===== config.mk =====
export PLATFORM = sky130hd
export DESIGN_NAME = ram_burst_reader
export DESIGN_NICKNAME = d
export VERILOG_FILES = /design/src/rtl/ram_burst_reader.sv
export SDC_FILE = /design/constraint.sdc
export NUM_CORES = 1
export LEC_CHECK = 0
export ABC_CLOCK_PERIOD_IN_PS = 4600
export CORE_MARGIN = 4
export CORE_UTILIZATION = 55
export DETAILED_ROUTE_END_ITERATION = 8
export GPL_TIMING_DRIVEN = 1
export PLACE_DENSITY = 0.93
export REMOVE_ABC_BUFFERS = 1
export SKIP_CTS_REPAIR_TIMING = 1
export SLEW_MARGIN = 40
export SYNTH_ARGS = -nofsm -noshare
export SYNTH_HDL_FRONTEND = slang
export SYNTH_SLANG_ARGS = --single-unit

===== constraint.sdc =====
create_clock -name clk -period 4.6 [get_ports clk]
set_input_delay 0.92 -clock clk [delete_from_list [all_inputs] [get_ports clk]]
set_output_delay 0.92 -clock clk [all_outputs]
set_load 0.005 [all_outputs]

===== src/rtl/ram_burst_reader.sv =====
// Burst read client for a 1-cycle-latency synchronous RAM read port.
// Read data lands in a 2-entry skid buffer and leaves on a valid/ready stream.
module ram_burst_reader #(
  parameter int unsigned ADDR_WIDTH = 5,
  parameter int unsigned DATA_WIDTH = 32,
  parameter int unsigned LEN_WIDTH  = ADDR_WIDTH + 1
) (
  input  logic                  clk,
  input  logic                  rst_n,
  input  logic                  cmd_valid,
  output logic                  cmd_ready,
  input  logic [ADDR_WIDTH-1:0] cmd_addr,
  input  logic [LEN_WIDTH-1:0]  cmd_len,
  output logic                  rd_en,
  output logic [ADDR_WIDTH-1:0] rd_addr,
  input  logic [DATA_WIDTH-1:0] rd_data,
  output logic                  out_valid,
  input  logic                  out_ready,
  output logic [DATA_WIDTH-1:0] out_data,
  output logic                  out_last,
  output logic                  busy,
  output logic                  done
);

  typedef enum logic [1:0] {
    S_IDLE = 2'd0,
    S_RUN  = 2'd1,
    S_FIN  = 2'd2
  } state_e;

  state_e                state_q;
  logic [ADDR_WIDTH-1:0] addr_q;
  logic [LEN_WIDTH-1:0]  issue_rem_q;
  logic [LEN_WIDTH-1:0]  beat_rem_q;
  logic                  inflight_q;
  logic [1:0]            count_q;
  logic [1:0]            count_d;
  logic [DATA_WIDTH-1:0] buf_q [2];
  logic                  wr_ptr_q;
  logic                  rd_ptr_q;

  logic                  push;
  logic                  pop;
  logic                  issue;
  logic [1:0]            pending;

  always_comb begin
    push      = inflight_q;
    out_valid = (count_q != 2'd0);
    pop       = out_valid && out_ready;
    pending   = count_q + {1'b0, inflight_q};
    // A read may be issued into a full pipeline only if a beat leaves this same cycle.
    issue     = (state_q == S_RUN) && (issue_rem_q != '0) &&
                ((pending < 2'd2) || ((pending == 2'd2) && pop));
    out_last  = out_valid && (beat_rem_q == LEN_WIDTH'(1));
    out_data  = buf_q[rd_ptr_q];
    rd_en     = issue;
    rd_addr   = addr_q;
    cmd_ready = (state_q == S_IDLE);
    busy      = (state_q != S_IDLE);
    done      = (state_q == S_FIN);
  end

  always_comb begin
    count_d = count_q;
    case ({push, pop})
      2'b10:   count_d = count_q + 2'd1;
      2'b01:   count_d = count_q - 2'd1;
      default: count_d = count_q;
    endcase
  end

  always_ff @(posedge clk or negedge rst_n) begin
    if (!rst_n) begin
      state_q     <= S_IDLE;
      addr_q      <= '0;
      issue_rem_q <= '0;
      beat_rem_q  <= '0;
      inflight_q  <= 1'b0;
      count_q     <= '0;
      wr_ptr_q    <= 1'b0;
      rd_ptr_q    <= 1'b0;
      for (int unsigned i = 0; i < 2; i++) begin
        buf_q[i] <= '0;
      end
    end else begin
      inflight_q <= issue;
      count_q    <= count_d;
      if (push) begin
        buf_q[wr_ptr_q] <= rd_data;
        wr_ptr_q        <= ~wr_ptr_q;
      end
      if (pop) begin
        rd_ptr_q <= ~rd_ptr_q;
      end

      case (state_q)
        S_IDLE: begin
          if (cmd_valid) begin
            addr_q      <= cmd_addr;
            issue_rem_q <= cmd_len;
            beat_rem_q  <= cmd_len;
            state_q     <= (cmd_len == '0) ? S_FIN : S_RUN;
          end
        end
        S_RUN: begin
          if (issue) begin
            addr_q      <= addr_q + ADDR_WIDTH'(1);
            issue_rem_q <= issue_rem_q - LEN_WIDTH'(1);
          end
          if (pop) begin
            beat_rem_q <= beat_rem_q - LEN_WIDTH'(1);
            if (beat_rem_q == LEN_WIDTH'(1)) begin
              state_q <= S_FIN;
            end
          end
        end
        S_FIN: begin
          state_q <= S_IDLE;
        end
        default: begin
          state_q <= S_IDLE;
        end
      endcase
    end
  end

endmodule


==> results.py, run 1 <==
metrics = {
    "run_status": {
        "outcome": "finished clean",
    },
    "clock_network": {
        "cts_inserted_buffers": 9,
        "cts.sinks": 88,
        "path_clk_slew_ns": 0.08,
        "cts_max_level": 3,
        "root_buffer": "clkbuf_8",
        "cts_tree": "yes",
        "clockBufferDepth": 2,
        "insertion_delay_ns": 0.35,
    },
    "setup_path": {
        "slowest_stage": "clkdlybuf4s50_1",
        "start_kind": "input pin",
        "crit_required_ns": 3.68,
        "path_max_fanout": 7,
        "worst_path_largest_cell_delay_ns": 0.56,
        "crit_chain": "clkdlybuf4s50_1, nand3b_2, a22oi_4, nand3_1, inv_1, clkdlybuf4s50_1",
        "arrival_ns": 2.80,
        "crit_top_cell": "clkdlybuf4s50_1",
        "endpoint_kind": "output pin",
        "criticalPathCategory": "in -> out",
    },
    "power": {
        "intPower_mw": 2.69,
        "irDropWorstVdd_mv": 0.377,
        "powerDensity_nw_per_um2": 764,
        "p_clk_share_pct": 11.5,
        "comb_power_share_pct": 52.9,
        "p_switching_mw": 1.43,
        "share_seq_of_total_power_pct": 35.6,
        "p_leak_nw": 2.25,
        "switching_share_pct": 34.7,
    },
    "synth": {
        "ys_ff_latch": 88,
        "synthCells": 342,
        "async_flop_share_pct": 100,
        "synth_flop_cell": "dfrtp_1",
        "synth_edf_count": 0,
        "syn_area_per_cell_sq_um": 12.4,
        "synth_cell_types": 42,
        "synth_warnings": 0,
        "ys_seq_area_share_pct": 51.7,
        "netlist_area_sq_um": 4260,
    },
    "route": {
        "wire_per_inst_microns": 17.5,
        "dr_total_vias": 2980,
        "ant_nets": 0,
        "drc_errors": 0,
        "first_iter_violations": 101,
        "via_per_inst": 5.61,
        "wl_microns": 9310,
        "dr.pass1.iters": 4,
    },
    "placed_design": {
        "place_congestion": 0.873,
        "dp.cells": 516,
        "port_buffers": 89,
        "place_hpwl_microns": 6510,
    },
    "sta": {
        "finalSetupViolCount": 0,
        "fin_tns_setup_ns": 0,
        "worst_pin_slew_ns": 0.672,
        "grt_setup_unrepaired": "no",
        "min_period_ns": 3.72,
        "finClkSkew_ns": 0.00788,
        "hold_ws_ns": 0.472,
        "slew-limit-headroom_pct": 55.2,
        "fin_crit_sh_pct": 80.9,
        "finalMaxSlewViolations": 0,
        "hold_violations": 0,
        "fmax_mhz": 269,
    },
    "final_layout": {
        "fin_util_pct": 73.2,
        "drive_gt1_share_pct": 29.4,
        "diodes": 0,
        "layout.nets": 482,
        "final_cells": 531,
        "syn_to_final_growth_pct": 26.8,
        "fillers": 492,
    },
    "hold_path": {
        "hold_path_class": "reg -> reg",
    },
    "global_route": {
        "grt-ovfl-total": 0,
        "grt_max_degree": 89,
        "antenna_found_initial": 0,
        "grt_use_total_pct": 21.3,
        "grt_pass1_vias": 3182,
        "grt_pass1_wl_microns": 15000,
    },
    "die": {
        "num_rows": 31,
        "initial_utilization_pct": 57.7,
        "pin_count": 90,
        "dieArea_sq_um": 9210,
        "core_region_area_sq_um": 7370,
        "die_h_microns": 96.0,
        "die_w_microns": 96.0,
    },
    "run": {
        "drv.max_cap_violation_count": 0,
    },
}
-- worst paths after layout --
check | start | to | slack [ns] | cells after the start
worst max-delay path | out_ready | rd_en | 0.88 | 6
worst min-delay path | rd_ptr_q | rd_ptr_q | 0.47 | 1
worst max register to register | count_q[0] | issue_rem_q[3] | 2.42 | 6
worst min register to register | rd_ptr_q | rd_ptr_q | 0.47 | 1
max in group asynchronous | rst_n | issue_rem_q[5] | 3.53 | 1
min in group asynchronous | rst_n | buf_q[35] | 0.61 | 1
-- cell type report --
class                   count  area [sq um]  area share, %
multi-input cells         224          1940           35.9
repair buffers             92           917           17.0
clock buffers               9           124           2.30
well taps                  99           124           2.30
flip-flops and latches     88          2200           40.8
clock inverters             6          45.0          0.835
inverters                  13          48.8          0.904
-- worst max-delay path, delay by kind of cell --
kind            cells  cell delay [ns]
buf+inv             3             1.22
compound gates      1             0.26
simple gates        2             0.41
-- layout by cell type (no fill, tap or decap), types with 6 or more instances in the layout --
master,instances
clkbuf_8,10
inv_1,13
mux2_2,99
clkdlybuf4s50_1,88
a21oi_1,14
dfrtp_1,88
ha_1,7
o21ai_0,10
nor2_1,17
nor3_1,6
nand2_1,12
-- flip-flops by register name (all words and copies together) (netlist names) --
signal / flops
wr_ptr_q: 1
state_q: 2
issue_rem_q: 6
rd_addr: 5
rd_ptr_q: 1
count_q: 2
beat_rem_q: 6
buf_q: 64
inflight_q: 1
-- cells in the mapped netlist (3+ instances only) --
cell / instances / share of area [%]
nor2_1: 18 / 1.6
o21ai_0: 10 / 1.2
clkbuf_1: 7 / 0.62
nor3_1: 6 / 0.71
nand3_1: 5 / 0.59
buf_2: 6 / 0.71
o211ai_1: 4 / 0.71
o311ai_1: 3 / 0.62
nand2_1: 12 / 1.1
nand2b_1: 3 / 0.44
dfrtp_1: 88 / 52
mux2_2: 99 / 26
xnor2_1: 3 / 0.62
a21oi_1: 14 / 1.6
nor2b_1: 4 / 0.59
ha_1: 7 / 2.1
nor4_1: 3 / 0.44
buf_1: 4 / 0.35
and3_1: 5 / 0.74
inv_1: 13 / 1.1
-- through the flow --
| step | cell area, sq um | setup WS (ns) | power, mW |
|---|---|---|---|
| 2_1_floorplan | 4180 | 2.13 | 2.73 |
| 3_3_place_gp | 5220 | 0.972 | 3.55 |
| 3_5_place_dp | 5230 | 0.911 | 3.68 |
| 4_1_cts | 5390 | 0.912 | 4.15 |
| 5_1_grt | 5400 | 0.790 | 4.42 |
| 6_report | 5400 | 0.877 | 4.12 |
-- power groups by stage --
stage	Combinational, mW	Clock (mW)	Sequential (mW)
CTS	2.21	0.483	1.46
floorplan	1.31	0	1.42
global placement	2.12	0	1.43
global route	2.38	0.520	1.52
finish	2.18	0.474	1.47
detailed placement	2.20	0	1.48
-- cell families (layout without fill, tap and decap cells) --
family                     after synthesis  in the layout  synth area share, %
DFF                                     88             88                 51.7
muxes                                  101            101                 26.7
buffers and inverters                   30            120                 2.82
adders and majority gates                7              7                 2.06
AOI/OAI and AO/OA                       44             44                 7.23
and+or+nand+nor                         67             67                 8.44
xor gates and xnor gates                 5              5                 1.03
-- per-layer routing --
layer,vias to the layer above,track usage [%],part of all wire (%)
li1,1395,-,-
met1,1468,26.3,43
met2,110,37.4,50
met3,7,3.99,6.0
met4,0,7.23,0.70
met5,-,0,0
No activity file was read; power rests on OpenSTA's default activity.
==> inputs of run 2 (changes only) <==
Settings changed: ABC_CLOCK_PERIOD_IN_PS 4600 to 3200, CORE_UTILIZATION 55 to 46, PLACE_DENSITY 0.93 to 0.84.
Clock period 4.6 ns to 3.2 ns, I/O delays scaled along.
==> run 2 against run 1 <==
Final cell count increased by 2.4%. Setup slack lost 0.69 ns. Via count up 0.74%. Clock-buffer cell count increased by 1. Sequential power is 41% higher. Non-clock buffer count grew 3. Largest power group unchanged.
==> results.py, run 2 (synthesis gave the netlist of run 1 again) <==
metrics = {
    "die": {
        "die_w_microns": 104,
        "num_rows": 34,
        "core_region_area_sq_um": 8850,
        "dieArea_sq_um": 10900,
        "initial_utilization_pct": 48.1,
        "pin_count": 90,
        "die_h_microns": 104,
    },
    "placed_design": {
        "dp_slack_ns": 0.264,
        "port_buffers": 89,
        "place_hpwl_microns": 6480,
        "place_congestion": 0.903,
    },
    "clock_network": {
        "cts_max_level": 3,
        "path_clk_slew_ns": 0.09,
        "cts.sinks": 88,
        "cts_tree": "yes",
        "insertion_delay_ns": 0.35,
        "clockBufferDepth": 2,
        "cts_inserted_buffers": 9,
        "root_buffer": "clkbuf_8",
    },
    "power": {
        "switching_share_pct": 34.2,
        "p_switching_mw": 2.05,
        "p_clk_share_pct": 11.7,
        "comb_power_share_pct": 53.7,
        "irDropWorstVdd_mv": 0.573,
        "finalPower_mw": 5.99,
        "p_leak_nw": 2.28,
        "share_seq_of_total_power_pct": 34.5,
        "powerDensity_nw_per_um2": 1100,
        "intPower_mw": 3.94,
    },
    "sta": {
        "setup_ws_ns": 0.188,
        "fin_crit_sh_pct": 94.1,
        "finalMaxSlewViolations": 0,
        "fin_tns_setup_ns": 0,
        "finClkSkew_ns": 0.00984,
        "worst_pin_slew_ns": 0.672,
        "finalSetupViolCount": 0,
        "hold_violations": 0,
        "slew-limit-headroom_pct": 55.2,
        "fmax_mhz": 332,
        "min_period_ns": 3.01,
        "hold_ws_ns": 0.337,
        "grt_setup_unrepaired": "no",
    },
    "global_route": {
        "grt_pass1_wl_microns": 15600,
        "grt_pass1_vias": 3209,
        "grt_use_total_pct": 17.5,
        "grt-ovfl-total": 0,
        "antenna_found_initial": 0,
        "grt_max_degree": 89,
    },
    "route": {
        "first_iter_violations": 112,
        "wl_microns": 9090,
        "wire_per_inst_microns": 16.7,
        "dr_total_vias": 3002,
        "dr.pass1.iters": 4,
        "via_per_inst": 5.52,
        "drc_errors": 0,
        "ant_nets": 0,
    },
    "setup_path": {
        "crit_chain": "ha_1, nand3b_2, a22oi_4, nand3_1, inv_1, clkdlybuf4s50_1",
        "start_kind": "flip-flop",
        "arrival_ns": 2.37,
        "crit_required_ns": 2.56,
        "path_max_fanout": 6,
        "criticalPathCategory": "reg -> out",
        "worst_path_largest_cell_delay_ns": 0.50,
        "endpoint_kind": "output pin",
        "slowest_stage": "clkdlybuf4s50_1",
    },
    "final_layout": {
        "fin_util_pct": 61.8,
        "largest_register_ffs": 64,
        "drive_gt1_share_pct": 29.8,
        "mostFrequentLayoutCell": "mux2_2",
        "diodes": 0,
        "layout.nets": 485,
        "reg.largest.list": "buf_q x64, beat_rem_q x6, issue_rem_q x6",
        "syn_to_final_growth_pct": 28.4,
        "top_register": "buf_q",
        "final_cell_mix": "mux2_2 (99), dfrtp_1 (88), clkdlybuf4s50_1 (88)",
    },
    "hold_path": {
        "hold_path_class": "in -> async",
    },
    "run": {
        "drv.max_cap_violation_count": 0,
    },
    "run_status": {
        "outcome": "finished clean",
    },
}
run 2: changes by cell type in the layout (fill, tap and decap cells not counted), sizes merged:
cell / previous run / this run
inv: 15 / 16
buf: 3 / 6
clkinvlp: 3 / 2
clkbuf: 10 / 11
run 2: area by class of cell:
type                       count  area, sq um
sequential                    88         2200
fill                         738         3380
multi-input combinational    224         1940
tap                          108          135
clock inverter                 6         50.0
inverter                      13         48.8
timing repair buffer          95          960
clock buffer                  10          128
run 2: worst max-delay path: cells and delay by family, from the launching register on:
family / cells / cell delay [ns]
buf+inv: 2 / 0.60
simple gates: 2 / 0.37
compound gates: 1 / 0.25
fa+ha+maj: 1 / 0.33
flops: 1 / 0.48
run 2: path summary, 6_finish.rpt:
check	start	end	slack, ns	cells after the start
max in group asynchronous	rst_n	issue_rem_q[5]	2.41	1
worst min-delay path	rst_n	buf_q[60]	0.34	1
min in group clk	buf_q[8]	buf_q[8]	0.51	1
worst max register to register	count_q[0]	issue_rem_q[3]	1.08	6
worst min register to register	buf_q[8]	buf_q[8]	0.51	1
worst max-delay path	count_q[0]	rd_en	0.19	6
run 2: metal layers:
layer,up-vias,wire [microns],track usage (%)
li1,1408,-,-
met1,1488,4100,22.7
met2,97,4370,29.9
met3,9,513,4.10
met4,0,104,3.42
met5,-,0,0
run 2: power groups by stage:
stage	registers (mW)	logic (mW)	clock network (mW)
after global placement	2.04	3.12	0
after detailed placement	2.09	3.26	0
final	2.07	3.22	0.702
after global routing	2.14	3.53	0.773
after CTS	2.07	3.27	0.720
after floorplan	2.04	1.88	0
run 2: stage by stage:
step / cells / instance area, sq um
5_1_grt: 544 / 5460
3_5_place_dp: 528 / 5280
2_1_floorplan: 325 / 4180
3_3_place_gp: 527 / 5250
4_1_cts: 544 / 5460
6_report: 544 / 5460
